## config.mk

```make
export PLATFORM = sky130hd
export DESIGN_NAME = link_token_rx
export DESIGN_NICKNAME = d
export VERILOG_FILES = /design/src/rtl/link_token_rx.sv
export SDC_FILE = /design/constraint.sdc
export NUM_CORES = 1
export LEC_CHECK = 0
export ABC_AREA = 1
export CAP_MARGIN = 10
export CORE_MARGIN = 8
export CORE_UTILIZATION = 35
export DETAILED_ROUTE_END_ITERATION = 7
export RECOVER_POWER = 25
export REMOVE_ABC_BUFFERS = 1
export SLEW_MARGIN = 20
export SYNTH_ARGS = -nofsm -noshare
export SYNTH_HDL_FRONTEND = slang
export SYNTH_SLANG_ARGS = --single-unit
```

## constraint.sdc

```tcl
create_clock -name i_clk -period 6.7 [get_ports i_clk]
set_clock_uncertainty 0.2 [all_clocks]
set_input_delay 0.67 -clock i_clk [delete_from_list [all_inputs] [get_ports i_clk]]
set_output_delay 0.67 -clock i_clk [all_outputs]
set_load 0.02 [all_outputs]
```

## src/rtl/link_token_rx.sv

```systemverilog
// Receive end of the distributed-sim link: buffers tokens addressed to this node and
// releases them in order once the local cycle counter reaches each token's stamp.
module link_token_rx #(
  parameter int unsigned ID    = 0,
  parameter int unsigned DEPTH = 8
) (
  input  logic                   i_clk,
  input  logic                   i_rstn,
  input  logic                   i_wen_from_link,
  input  logic [31:0]            i_token_from_link,
  input  logic [31:0]            i_clk_cnt_from_link,
  input  logic [31:0]            i_id_from_link,
  output logic                   o_valid,
  output logic [31:0]            o_token,
  output logic [31:0]            o_clk_cnt,
  input  logic                   i_ready,
  output logic [31:0]            o_local_cnt,
  output logic [$clog2(DEPTH):0] o_level,
  output logic                   o_overflow
);

  localparam int AW = $clog2(DEPTH);
  localparam logic [AW:0] LVL_FULL = (AW+1)'(DEPTH);
  localparam logic [AW:0] LVL_ONE  = (AW+1)'(1);

  localparam logic [1:0] S_EMPTY   = 2'd0;
  localparam logic [1:0] S_WAIT    = 2'd1;
  localparam logic [1:0] S_PRESENT = 2'd2;

  logic [31:0]   tok_mem   [DEPTH];
  logic [31:0]   stamp_mem [DEPTH];
  logic [AW-1:0] wr_ptr;
  logic [AW-1:0] rd_ptr;
  logic [AW-1:0] rd_ptr_next;
  logic [AW:0]   level;
  logic [1:0]    state;
  logic [1:0]    state_nxt;

  logic          id_match;
  logic          full;
  logic          pop;
  logic          push;
  logic          drop;
  logic          load;
  logic          cand_avail;
  logic [31:0]   cand_tok;
  logic [31:0]   cand_stamp;
  logic [31:0]   tok_nxt;
  logic [31:0]   stamp_nxt;
  logic [31:0]   cnt_nxt;

  // Wrap-safe: a stamp is due when it lies at most 2^31-1 cycles in the past.
  function automatic logic is_due(input logic [31:0] cnt, input logic [31:0] stamp);
    logic [31:0] diff;
    diff = cnt - stamp;
    return ~diff[31];
  endfunction

  assign id_match    = (i_id_from_link == 32'(ID));
  assign full        = (level == LVL_FULL);
  assign o_valid     = (state == S_PRESENT);
  assign pop         = o_valid & i_ready;
  assign push        = i_wen_from_link & id_match & (~full | pop);
  assign drop        = i_wen_from_link & id_match & full & ~pop;
  assign rd_ptr_next = rd_ptr + 1'b1;
  assign cnt_nxt     = o_local_cnt + 32'd1;
  assign o_level     = level;

  // The head register reloads from the FIFO when idle or when the current head leaves.
  // A token written in this same cycle is not a candidate; it is picked up one edge later.
  always_comb begin
    if (pop) begin
      cand_avail = (level > LVL_ONE);
      cand_tok   = tok_mem[rd_ptr_next];
      cand_stamp = stamp_mem[rd_ptr_next];
    end else begin
      cand_avail = (level != '0);
      cand_tok   = tok_mem[rd_ptr];
      cand_stamp = stamp_mem[rd_ptr];
    end
  end

  // Due is evaluated against the next counter value so o_valid lines up with o_local_cnt.
  always_comb begin
    state_nxt = state;
    tok_nxt   = o_token;
    stamp_nxt = o_clk_cnt;
    load      = pop | ((state != S_WAIT) & (state != S_PRESENT));
    if (load) begin
      if (cand_avail) begin
        tok_nxt   = cand_tok;
        stamp_nxt = cand_stamp;
        state_nxt = is_due(cnt_nxt, cand_stamp) ? S_PRESENT : S_WAIT;
      end else begin
        tok_nxt   = '0;
        stamp_nxt = '0;
        state_nxt = S_EMPTY;
      end
    end else if ((state == S_WAIT) && is_due(cnt_nxt, o_clk_cnt)) begin
      state_nxt = S_PRESENT;
    end
  end

  always_ff @(posedge i_clk or negedge i_rstn) begin
    if (!i_rstn) begin
      state       <= S_EMPTY;
      o_token     <= '0;
      o_clk_cnt   <= '0;
      o_local_cnt <= '0;
      o_overflow  <= 1'b0;
      wr_ptr      <= '0;
      rd_ptr      <= '0;
      level       <= '0;
    end else begin
      state       <= state_nxt;
      o_token     <= tok_nxt;
      o_clk_cnt   <= stamp_nxt;
      o_local_cnt <= cnt_nxt;
      if (drop) begin
        o_overflow <= 1'b1;
      end
      if (push) begin
        wr_ptr <= wr_ptr + 1'b1;
      end
      if (pop) begin
        rd_ptr <= rd_ptr_next;
      end
      if (push && !pop) begin
        level <= level + 1'b1;
      end else if (pop && !push) begin
        level <= level - 1'b1;
      end
    end
  end

  // Storage needs no reset; occupancy is tracked by the pointers and level.
  always_ff @(posedge i_clk) begin
    if (push) begin
      tok_mem[wr_ptr]   <= i_token_from_link;
      stamp_mem[wr_ptr] <= i_clk_cnt_from_link;
    end
  end

endmodule

```

Word-level counts from Yosys, hierarchy flattened:

Memories as Yosys holds them, arrays and structs flattened.
Cells that the tools add are included.
Widths: inputs -> output; s select.

* bits in registers: 109
* RAM bits: 512
* output and inout port bits: 102
* memories kept: 2
* bits of input ports: 100
* logic and storage cells: 56

* $lt $le $gt $ge: 1
* multiplexer cells: 13
* bitwise gates (word level): 11
* add/sub/neg operators: 7
* eq/ne operators: 5
* reduce and logical (&&, ||, !) cells: 9

Memories
* stamp_mem: words 8, bits a word 32, rd ports 2, clocked after memory_dff 0, wr ports 1, line 31 `logic [31:0] stamp_mem [DEPTH];`
* tok_mem: words 8, bits a word 32, rd ports 2, clocked after memory_dff 0, wr ports 1, line 30 `logic [31:0] tok_mem [DEPTH];`

Operators by type and width (count)
* $mux 32: 4
* $sub 32x32->32: 2
* $add 32x1->32 const B: 1
* $logic_not 32->1: 1
* $mux 2: 4
* $mux 4: 2
* $add 3x1->3 const B: 2
* $and 1x1->1: 6
* $add 4x1->4 const B: 1
* $eq 4x4->1 const B: 1
* $gt 4x1->1 const B: 1
* $reduce_bool 2->1: 2
* $reduce_bool 4->1: 1
* $sub 4x1->4 const B: 1
* $logic_and 1x1->1: 3
* $mux 1: 3
* $not 1->1: 3
* $eq 2x1->1 const B: 1
* $eq 2x2->1 const B: 1
* $logic_not 1->1: 2
* $ne 2x1->1 const B: 1
* $ne 2x2->1 const B: 1
* $or 1x1->1: 2

Logic depth before layout (Yosys ltp):

Gate-level depths: netlist of run 1.

* word-level depth: 8
* mapped depth: 27
* gate-level depth less buffers: 25

Worst setup path before layout of run 1:

OpenSTA, ideal clock, no wires.

* path type: input -> register
* start point: in i_id_from_link[1]
* end point: mem stamp_mem[2][0] (enable)
* buffers on the path: 0
* arrival: 6.258 ns
* cell stages on the path: 6
* setup slack: -0.323 ns
* library setup time: 0.565 ns
* cell sequence: or4_1 nor4_1 nand4_1 nor2_2 nand2_1 nor3_1

* word-level cells in the longest chain between the ends: 5

Ends and longest elaborated chain
* start: declaration: line 12 `input logic [31:0] i_id_from_link,`
* $logic_not 32->1: line 59 `assign id_match = (i_id_from_link == 32'(ID));`
* $and 1x1->1 (2 in series): line 63 `assign push = i_wen_from_link & id_match & (~full | pop);`
* via push: line 42 `logic push;`
* $mux 1: line 138 `if (push) begin`
* $mux 1 (implied by the code): line 140 `stamp_mem[wr_ptr] <= i_clk_cnt_from_link;`
* end: declaration: line 31

The timed path passes the listed nets, and every way through them passes these cells.

Worst setup path after layout of run 1:

* start point: reg rd_ptr[0]
* end point: reg state[1]

* word-level cells in the longest chain between the ends: 7

Ends and longest elaborated chain
* start: declaration: line 33 `logic [AW-1:0] rd_ptr;`
* start signal: assignment: line 126 `rd_ptr <= rd_ptr_next;`
* $add 3x1->3: line 65 `assign rd_ptr_next = rd_ptr + 1'b1;`
* $mem_v2 8x32 *
* $mux 32 *: line 72 `if (pop) begin`
* $sub 32x32->32 *: line 55 `diff = cnt - stamp;`
* $mux 2 *: line 93 `state_nxt = is_due(cnt_nxt, cand_stamp) ? S_PRESENT : S_WAIT;`
* $mux 2 *: line 90 `if (cand_avail) begin`
* $mux 2 *: line 89 `if (load) begin`
* end signal: assignment: line 115 `state <= state_nxt;`
* end: declaration: line 36 `logic [1:0] state;`

Every way passes the cells marked *; elsewhere a longest branch is shown, timed or not.
A chain may end at the register's enable or synchronous reset.

==> out/qor.csv, run 1 <==
stage,metric,value,unit
status,status,"complete, no violations",
sta,f_max,214.9,MHz
worst_setup_path,WP data arrival,4.94,ns
synth,Cell variety after synth,49,
worst_setup_path,CP max FO,193,
synth,Syn Inst Count,3201,
cells_and_area,"most common cell after layout, fill and taps aside",edfxtp_1,
sta,WHS,0.2891,ns
global_route,gr usage total,17.26,%
global_route,first-pass GRT wire length,133300,µm
power_and_ir_drop,clock share of power,23.6,%
clock_network,Max clock buf depth,3,
worst_setup_path,r2r setup slk,2.05,ns
routing,vias,23680,
sta,"Slew Viols, Final",0,
global_route,vias in the first global route,22620,
worst_setup_path,WS Path Type,reg -> reg,
sta,final hold violation count,0,
floorplan,Ports,202,
synth,"Seq/Total Area, Yosys",58.13,%
global_route,grt ovf,0,
cells_and_area,nets@finish,3461,
clock_network,CTS tree,done,
global_route,initial antenna violation count,25,
sta,Max-slew headroom,25.31,%
power_and_ir_drop,maximum vdd ir drop,0.3600,mV
sta,final cycle utilization of the critical path,69.46,%
routing,router iterations before antenna repair,6,
placed_design,number of I/O port buffers,201,
clock_network,post-cts resize count,0,
routing,initial DRC count,2145,
floorplan,Core ar.,88240,µm²
sta,transition time of the tightest slew-check pin,1.120,ns
clock_network,"Reg clk slew, reported paths",0.06,ns
cells_and_area,Seq. cell area,18110,µm²
placed_design,half-perimeter wire length after placement,50740,µm
routing,Via density,5.222,
worst_setup_path,CP Capture Type,flop,
placed_design,placed cells,4397,
floorplan,Starting Density,35.29,%
synth,Mean Syn Cell Area,9.729,µm²
floorplan,die height,314.3,µm
worst_hold_path,Hold Crit Class,reg -> reg,
sta,Setup TNS,0,ns
floorplan,die area,98780,µm²
sta,RSZ-0062 raised after global routing,false,
routing,Remaining DRCs,0,
routing,ANT nets after route,0,
sta,Finish-stage setup viols,0,
cells_and_area,# fillers,8390,
routing,wire length per cell,19.38,µm
worst_setup_path,Required @ worst endpoint,6.98,ns
clock_network,worst-skew pair later-pin latency,0.61,ns
placed_design,gpl congestion,0.7930,
job,maxcap violations,0,
sta,Period minus WS final,4.654,ns
power_and_ir_drop,Power Density,425.2,nW/µm²
power_and_ir_drop,share of total power in combinational logic,45.6,%
clock_network,Num Clock Sinks,621,
cells_and_area,Finished Core Util,41.14,%
synth,"flops & latches, synth",621,
cells_and_area,area of the multi-input gates,10980,µm²
power_and_ir_drop,leakage,0.01378,µW
clock_network,cts bufs inserted,69,
power_and_ir_drop,Pint,8919,µW
worst_setup_path,Worst setup SP type,flop,
floorplan,FP Rows,109,
cells_and_area,layout cell share with drive strength beyond 1,7.117,%
synth,Post-Syn Area,31140,µm²
global_route,largest net degree at the start of global routing,222,
clock_network,Root Driver,clkbuf_16,
power_and_ir_drop,sequential power share,30.8,%
routing,final WL,87900,µm
synth,total of warnings raised by yosys,0,
cells_and_area,Non-Filler Instances,4535,
floorplan,Chip Width,314.3,µm
cells_and_area,area grow syn2layout,16.56,%
power_and_ir_drop,Net Sw Frac,42.21,%
power_and_ir_drop,Psw,6514,µW
clock_network,H-tree depth,3,
cells_and_area,"commonest non-fill, non-tap cells in the layout","512 x edfxtp_1, 497 x nand2_1, 485 x o21ai_0, 346 x a21oi_1, 299 x inv_1",
## through the flow
stage                     cell area [µm²]  power [µW]  worst slack, ns
after floorplan                     30190        9530           -13.18
after global placement              34110       11760            2.129
after detailed placement            34110       11850            2.059
after CTS                           36270       15530            2.132
after global routing                36280       16500            1.651
final                               36300       15430            2.046
## synth_stat cells, drive strengths merged
library cell  count  area (µm²)
o221ai           20       175.2
xor2             21       183.9
clkbuf           98       367.9
nand3            84       430.4
a221oi           45       538.0
and2              1       6.260
ha               57       713.2
xnor2             9       78.83
a22o             39       341.6
dfrtp           109        2728
o21a              1       7.510
nor3             14       80.08
o211ai           41       307.8
a21boi            3       22.52
o22ai            33       206.5
or4               2       15.01
a21oi           346        1732
a211oi            4       30.03
o21ai           491        2461
or2               2       12.51
nor4              5       31.28
clkinv            1       3.750
a21o              1       7.510
a32o              2       20.02
nand4            23       143.9
o21bai            3       22.52
nor2            289        1242
buf             109       588.1
and3              1       6.260
nand2           528        2107
inv             307        1157
edfxtp          512       15370
## worst paths after layout
kind,start,end,cells after the start
max,rd_ptr[0],state[1],23
min,o_token[6],o_token[6],2
max reg2reg,rd_ptr[0],state[1],23
min reg2reg,o_token[6],o_token[6],2
max in group asynchronous,i_rstn,o_clk_cnt[27],3
min in group asynchronous,i_rstn,o_overflow,2
## power groups by stage
stage          sequential (µW)  clock, µW  combinational, µW
2_1_floorplan             5190          0               4340
3_3_place_gp              4830          0               6930
3_5_place_dp              4820          0               7030
4_1_cts                   4750       3730               7050
5_1_grt                   4780       3880               7850
6_report                  4750       3650               7040
## registers in the layout, summed over array words and instances, names as in the netlist
signal and count:
stamp_mem 256, tok_mem 256, o_clk_cnt 32, o_local_cnt 32, o_token 32, o_level 4
rd_ptr 3, wr_ptr 3, state 2, o_overflow 1
## worst max-delay path: stages (launching register included)
cell,delay (ns)
dfrtp_4,0.83
buf_12,0.56
buf_4,0.78
o21ai_0,0.20
a21oi_1,0.14
o21ai_0,0.09
nand2_1,0.13
a221oi_2,0.05
ha_1,0.33
nand2_1,0.05
inv_1,0.04
nand2_1,0.04
nand2_1,0.09
nand2_1,0.07
nand2_1,0.09
nand2_1,0.05
nand2_1,0.11
nand2_1,0.08
nand3_1,0.07
nand2_1,0.06
nand3_1,0.07
nand2_1,0.05
nand2_1,0.07
inv_1,0.04
## layout make-up
type | instances | share of cell area (%)
clock inverter | 21 | 0.5239
antenna | 12 | 0.08272
sequential | 621 | 49.89
timing repair buffer | 239 | 6.614
clock buffer | 104 | 5.398
multi-input combinational | 2065 | 30.25
tap | 1165 | 4.015
inverter | 308 | 3.230
## timing repair
action                                 in CTS  in global routing
hold buffers                                1                  0
buffers inserted                            0                  0
endpoints found under the hold margin      44                  0
## cells by family (layout without fill, tap and decap cells)
group                    after synthesis  count (layout)  share of synthesized area (%)
AND/OR/NAND/NOR                      949             949                          13.09
buffers and inverters                515             672                          6.798
AO/OA/AOI/OAI                       1029            1029                          18.85
XOR/XNOR                              30              30                         0.8437
other                                  0              12                              0
adder cells (fa/ha/maj)               57              57                          2.290
flip-flops                           621             621                          58.13
## metal layers
metal	up-vias	part of all wire (%)	track usage [%]
li1	11470	-	-
met3	203	6.8	3.327
met4	10	3.6	6.962
met2	738	47	28.28
met1	11260	43	22.40
met5	-	0.074	0
Power figures use the tool's default switching activity.
==> run 2, diff against run 1 <==
==> constraint.sdc (replaced) <==
create_clock -name i_clk -period 4.5 [get_ports i_clk]
set_clock_uncertainty 0.2 [all_clocks]
set_input_delay 0.45 -clock i_clk [delete_from_list [all_inputs] [get_ports i_clk]]
set_output_delay 0.45 -clock i_clk [all_outputs]
set_load 0.02 [all_outputs]
==> out/qor.csv, run 2 (synthesized netlist as in run 1, its figures left out) <==
stage,metric,value,unit,change
sta,f_max,263.2,MHz,was 214.9 MHz
global_route,initial antenna violation count,21,,was 25
worst_setup_path,r2r setup slk,0.70,ns,was 2.05 ns
cells_and_area,area grow syn2layout,17.22,%,was 16.56%
global_route,vias in the first global route,22790,,was 22620
worst_setup_path,WP data arrival,4.09,ns,was 4.94 ns
power_and_ir_drop,maximum vdd ir drop,0.4906,mV,was 0.3600 mV
power_and_ir_drop,leakage,0.01389,µW,was 0.01378 µW
cells_and_area,nets@finish,3482,,was 3461
floorplan,die area,98780,µm²,unchanged
cells_and_area,Largest regs,"stamp_mem x256, tok_mem x256",,unchanged
clock_network,CTS tree,done,,unchanged
routing,router iterations before antenna repair,6,,unchanged
worst_hold_path,worst hold path cell count,1,,was 2
placed_design,gpl congestion,0.7782,,was 0.7930
clock_network,worst-skew pair later-pin latency,0.59,ns,was 0.61 ns
routing,final WL,87090,µm,was 87900 µm
placed_design,placed inst area,34350,µm²,was 34110 µm²
global_route,grt ovf,0,,unchanged
routing,Remaining DRCs,0,,unchanged
floorplan,Starting Density,35.29,%,unchanged
floorplan,Ports,202,,unchanged
routing,Via density,5.193,,was 5.222
clock_network,Max clock buf depth,3,,unchanged
cells_and_area,Finished Core Util,41.37,%,was 41.14%
worst_setup_path,Required @ worst endpoint,4.79,ns,was 6.98 ns
sta,Finish-stage setup viols,0,,unchanged
worst_setup_path,critical-path cell list,"inv_1, nor2_1, nand2_1, nor2_1, nand4_1, nor3_2, nand2_1, nor2_1, xor2_1, inv_1, ha_1, nand2_1, inv_1, nand2_1, nor2_1, nand2_2, nor2_2, nand2_1, nand3_1, nand2_1, nand2_1, nand4_1, nand2_1, inv_1",,"was buf_12, buf_4, o21ai_0, a21oi_1, o21ai_0, nand2_1, a221oi_2, ha_1, nand2_1, inv_1, nand2_1, nand2_1, nand2_1, nand2_1, nand2_1, nand2_1, nand2_1, nand3_1, nand2_1, nand3_1, nand2_1, nand2_1, inv_1"
routing,wire length per cell,19.12,µm,was 19.38 µm
worst_hold_path,Hold Crit Class,reg -> reg,,unchanged
worst_setup_path,Worst setup SP type,flop,,unchanged
clock_network,post-cts resize count,0,,unchanged
placed_design,half-perimeter wire length after placement,52090,µm,was 50740 µm
worst_setup_path,"most used cell, CP",nand2_1,,unchanged
cells_and_area,"most common cell after layout, fill and taps aside",edfxtp_1,,unchanged
placed_design,number of I/O port buffers,201,,unchanged
worst_setup_path,R2R cell count,24,,was 23
worst_setup_path,Max stage delay on crit path,0.47,ns,was 0.83 ns
worst_setup_path,Reg-to-Reg Start,o_local_cnt[0],,was rd_ptr[0]
global_route,first-pass GRT wire length,132900,µm,was 133300 µm
clock_network,"Reg clk slew, reported paths",0.06,ns,about the same
worst_setup_path,Reg-to-Reg End,state[1],,unchanged
sta,final hold violation count,0,,unchanged
sta,Max-slew headroom,38.99,%,was 25.31%
worst_setup_path,CP max FO,5,,was 193
clock_network,Setup Buffers After CTS,0,,unchanged
worst_setup_path,CP Capture Type,flop,,unchanged
worst_hold_path,hold path start,o_overflow,,was o_token[6]
worst_setup_path,WS Path Type,reg -> reg,,unchanged
clock_network,cts bufs inserted,68,,was 69
floorplan,FP Rows,109,,unchanged
status,status,"complete, no violations",,unchanged
sta,Period minus WS final,3.799,ns,was 4.654 ns
cells_and_area,layout cell share with drive strength beyond 1,7.601,%,was 7.117%
global_route,gr usage total,17.03,%,was 17.26%
sta,final cycle utilization of the critical path,84.43,%,was 69.46%
sta,transition time of the tightest slew-check pin,0.9151,ns,was 1.120 ns
floorplan,Core ar.,88240,µm²,unchanged
sta,RSZ-0062 raised after global routing,false,,unchanged
cells_and_area,"commonest non-fill, non-tap cells in the layout","512 x edfxtp_1, 497 x nand2_1, 485 x o21ai_0, 346 x a21oi_1, 299 x inv_1",,unchanged
cells_and_area,design area,36510,µm²,was 36300 µm²
routing,initial DRC count,1848,,was 2145
floorplan,Chip Width,314.3,µm,unchanged
worst_setup_path,"Slowest-stage cell, CP",dfrtp_1,,was dfrtp_4
sta,"Slew Viols, Final",0,,unchanged
routing,ANT nets after route,0,,unchanged
global_route,largest net degree at the start of global routing,154,,was 222
clock_network,Num Clock Sinks,621,,unchanged
clock_network,Root Driver,clkbuf_16,,unchanged
clock_network,H-tree depth,3,,unchanged
routing,vias,23660,,was 23680
worst_hold_path,Hold Path Sink,o_overflow,,was o_token[6]
job,maxcap violations,0,,unchanged
power_and_ir_drop,Power Density,635.5,nW/µm²,was 425.2 nW/µm²
floorplan,die height,314.3,µm,unchanged
cells_and_area,# fillers,8344,,was 8390
[run 2: cell count changes in the layout (fill, tap and decap cells not counted), sizes merged]
cell    change
buf        +22
clkbuf      -6
clkinv      +6
diode       -2
bufinv      +1
[run 2: per-stage QoR]
stage,hold slack (ns),setup TNS (ns),power [µW],std cells,worst slack (ns)
after floorplan,-0.04559,-2153.72,13100,2994,-15.38
after global placement,0.2642,0,17870,4419,0.6312
after detailed placement,0.2630,0,17960,4419,0.5869
after CTS,0.2754,0,23390,4546,0.6866
after global routing,0.3033,0,24860,4549,0.2746
final,0.2708,0,23200,4556,0.7008
[run 2: what timing repair did]
item	CTS	global route
endpoints found under the hold margin	81	0
hold buffers	1	0
endpoints found under the setup margin	0	0
[run 2: worst max-delay path, delay by kind of cell, from the launching register on]
| kind | cells | cell delay (ns) |
|---|---|---|
| xor gates and xnor gates | 1 | 0.15 |
| adders and majority gates | 1 | 0.28 |
| buffers and inverters | 4 | 0.31 |
| and+or+nand+nor | 18 | 2.32 |
| DFF | 1 | 0.47 |
[run 2: cell type report]
cell class	count	area, µm²	share of cell area [%]
Antenna cell	10	25.02	0.06855
Clock buffer	98	1887	5.169
Clock inverter	28	231.5	0.6341
Inverter	308	1172	3.212
Multi-Input combinational cell	2065	10980	30.08
Sequential cell	621	18110	49.61
Tap cell	1165	1458	3.993
Timing Repair Buffer	261	2641	7.235
[run 2: routing by layer]
metal / global-route usage, % / part of all wire, % / wire length [µm] / up-vias
met5: 0 / 0.048 / 42 / -
met4: 6.586 / 3.1 / 2715 / 8
li1: - / - / - / 11500
met2: 28.49 / 48 / 41600 / 692
met3: 3.255 / 6.0 / 5254 / 178
met1: 21.75 / 43 / 37480 / 11280
[run 2: report_power, final]
group / total, µW / internal [µW] / switching (µW)
registers: 6900 / 6600 / 300
clock network: 5340 / 3100 / 2240
logic: 11000 / 3710 / 7250
total: 23200 / 13400 / 9790
[run 2: worst max path at each step]
stage | cells past startpoint | to | slack (ns) | from
6_report | 24 | state[1] | 0.70 | o_local_cnt[0]
5_1_grt | 24 | state[1] | 0.27 | o_local_cnt[0]
4_1_cts | 24 | state[1] | 0.69 | o_local_cnt[0]
3_5_place_dp | 18 | state[1] | 0.59 | i_ready
3_3_place_gp | 18 | state[1] | 0.63 | i_ready
2_1_floorplan | 17 | state[1] | -15.38 | rd_ptr[0]
==> run 3, diff against run 2 <==
==> constraint.sdc (replaced) <==
create_clock -name i_clk -period 3.7 [get_ports i_clk]
set_clock_uncertainty 0.2 [all_clocks]
set_input_delay 0.37 -clock i_clk [delete_from_list [all_inputs] [get_ports i_clk]]
set_output_delay 0.37 -clock i_clk [all_outputs]
set_load 0.02 [all_outputs]
==> out/qor.csv, run 3 (synthesized netlist as in run 1, its figures left out) <==
stage,metric,value,unit,change
status,status,"complete, no violations",,unchanged
routing,Via density,5.173,,was 5.193
cells_and_area,area grow syn2layout,20.24,%,was 17.22%
worst_hold_path,worst hold path cell count,3,,was 1
floorplan,Ports,202,,unchanged
job,maxcap violations,0,,unchanged
routing,ANT nets after route,0,,unchanged
floorplan,FP Rows,109,,unchanged
sta,f_max,287.4,MHz,was 263.2 MHz
clock_network,cts bufs inserted,70,,was 68
clock_network,Num Clock Sinks,621,,unchanged
clock_network,CTS tree,done,,unchanged
worst_setup_path,r2r setup slk,0.22,ns,was 0.70 ns
sta,"Slew Viols, Final",0,,unchanged
sta,Period minus WS final,3.480,ns,was 3.799 ns
floorplan,Starting Density,35.29,%,unchanged
cells_and_area,Largest regs,"stamp_mem x256, tok_mem x256",,unchanged
clock_network,"Reg clk slew, reported paths",0.06,ns,about the same
routing,wire length per cell,19.19,µm,was 19.12 µm
sta,WHS,0.2182,ns,was 0.2708 ns
placed_design,placed inst area,34980,µm²,was 34350 µm²
clock_network,worst-skew pair later-pin latency,0.61,ns,was 0.59 ns
worst_setup_path,Worst setup SP type,flop,,unchanged
placed_design,half-perimeter wire length after placement,56200,µm,was 52090 µm
worst_setup_path,WP data arrival,3.78,ns,was 4.09 ns
routing,initial DRC count,1911,,was 1848
routing,Remaining DRCs,0,,unchanged
routing,final WL,88560,µm,was 87090 µm
global_route,grt ovf,0,,unchanged
global_route,gr usage total,17.39,%,was 17.03%
power_and_ir_drop,Pwr Total,29290,µW,was 23200 µW
global_route,vias in the first global route,22820,,was 22790
global_route,largest net degree at the start of global routing,148,,was 154
worst_setup_path,Required @ worst endpoint,4.00,ns,was 4.79 ns
routing,vias,23870,,was 23660
routing,router iterations before antenna repair,6,,unchanged
floorplan,Chip Width,314.3,µm,unchanged
clock_network,Root Driver,clkbuf_16,,unchanged
cells_and_area,"commonest non-fill, non-tap cells in the layout","512 x edfxtp_1, 496 x nand2_1, 485 x o21ai_0, 346 x a21oi_1, 299 x inv_1",,"was 512 x edfxtp_1, 497 x nand2_1, 485 x o21ai_0, 346 x a21oi_1, 299 x inv_1"
worst_setup_path,WS Path Type,reg -> reg,,unchanged
sta,Setup TNS,0,ns,unchanged
sta,RSZ-0062 raised after global routing,true,,was false
placed_design,gpl congestion,0.8041,,was 0.7782
worst_setup_path,R2R cell count,19,,was 24
global_route,initial antenna violation count,17,,was 21
sta,final hold violation count,0,,unchanged
placed_design,number of I/O port buffers,201,,unchanged
floorplan,die height,314.3,µm,unchanged
cells_and_area,"most common cell after layout, fill and taps aside",edfxtp_1,,unchanged
sta,transition time of the tightest slew-check pin,0.9233,ns,was 0.9151 ns
cells_and_area,design area,37440,µm²,was 36510 µm²
sta,final cycle utilization of the critical path,94.05,%,was 84.43%
clock_network,Max clock buf depth,3,,unchanged
worst_setup_path,CP Capture Type,flop,,unchanged
clock_network,H-tree depth,3,,unchanged
power_and_ir_drop,maximum vdd ir drop,0.7692,mV,was 0.4906 mV
cells_and_area,layout cell share with drive strength beyond 1,9.893,%,was 7.601%
cells_and_area,# fillers,8285,,was 8344
sta,Finish-stage setup viols,0,,unchanged
global_route,first-pass GRT wire length,135500,µm,was 132900 µm
power_and_ir_drop,Power Density,782.3,nW/µm²,was 635.5 nW/µm²
sta,Max-slew headroom,38.45,%,was 38.99%
floorplan,Core ar.,88240,µm²,unchanged
worst_setup_path,CP max FO,147,,was 5
cells_and_area,nets@finish,3546,,was 3482
floorplan,die area,98780,µm²,unchanged
cells_and_area,Finished Core Util,42.44,%,was 41.37%
power_and_ir_drop,leakage,0.01441,µW,was 0.01389 µW
worst_hold_path,Hold Crit Class,in -> reg,,was reg -> reg
==> run 3: changes by cell type in the layout (fill, tap and decap cells not counted), sizes merged, moves of 3 or more <==
cell / before / now
bufinv: 3 / 7
buf: 60 / 122
clkbuf: 98 / 93
inv: 310 / 313
diode: 10 / 3
==> run 3: cell type report <==
type	instances	area (µm²)	area share (%)
inverter	308	1175	3.138
clock inverter	37	419.2	1.119
sequential	621	18110	48.36
antenna	3	7.507	0.02005
timing repair buffer	323	3363	8.982
tap	1165	1458	3.893
multi-input combinational	2065	10990	29.36
clock buffer	93	1918	5.122
==> run 3: worst max-delay path, stage by stage (launching register included) <==
cell and delay, ns:
dfrtp_4 0.50, buf_12 0.46, buf_4 0.67, nand2_1 0.11, nand3_1 0.11, nand2_1 0.06, nand2_1 0.07, nand2_2 0.07
nor2_4 0.23, nor2_2 0.06, nor2_2 0.12, nand3_1 0.09, nor2_1 0.10, nand2_1 0.08, nand3_1 0.07, nand2_1 0.06
nand3_1 0.06, nand2_1 0.06, nand2_1 0.07, inv_1 0.03
==> run 3: what timing repair did <==
item                       CTS  global route
gates resized for setup      0            11
hold buffers                 1             0
buffers inserted             0            10
setup endpoints to repair    0            11
hold endpoints to repair    70             0
==> run 3: routing by layer <==
| metal | up-vias | track usage, % | wire, µm |
|---|---|---|---|
| met3 | 149 | 2.618 | 4924 |
| met1 | 11420 | 22.78 | 38960 |
| met2 | 673 | 29.55 | 42420 |
| met4 | 6 | 5.396 | 2219 |
| li1 | 11630 | - | - |
| met5 | - | 0 | 41 |
==> run 3: path summary, 6_finish.rpt <==
kind | startpoint | end
max | rd_ptr[0] | state[1]
max in group asynchronous | i_rstn | o_clk_cnt[0]
min | i_wen_from_link | o_overflow
max reg2reg | rd_ptr[0] | state[1]
min in group asynchronous | i_rstn | o_clk_cnt[27]
min reg2reg | o_local_cnt[0] | o_local_cnt[0]
==> run 3: report_power, final <==
part	internal, µW	switching (µW)
logic	4950	8910
clock network	4180	2860
registers	8020	369
==> run 3: through the flow <==
stage	setup WS, ns	instances
after detailed placement	0.04196	4471
after floorplan	-16.18	2994
after global routing	-0.08545	4613
final	0.2200	4615
after CTS	0.03989	4602
after global placement	0.08848	4471
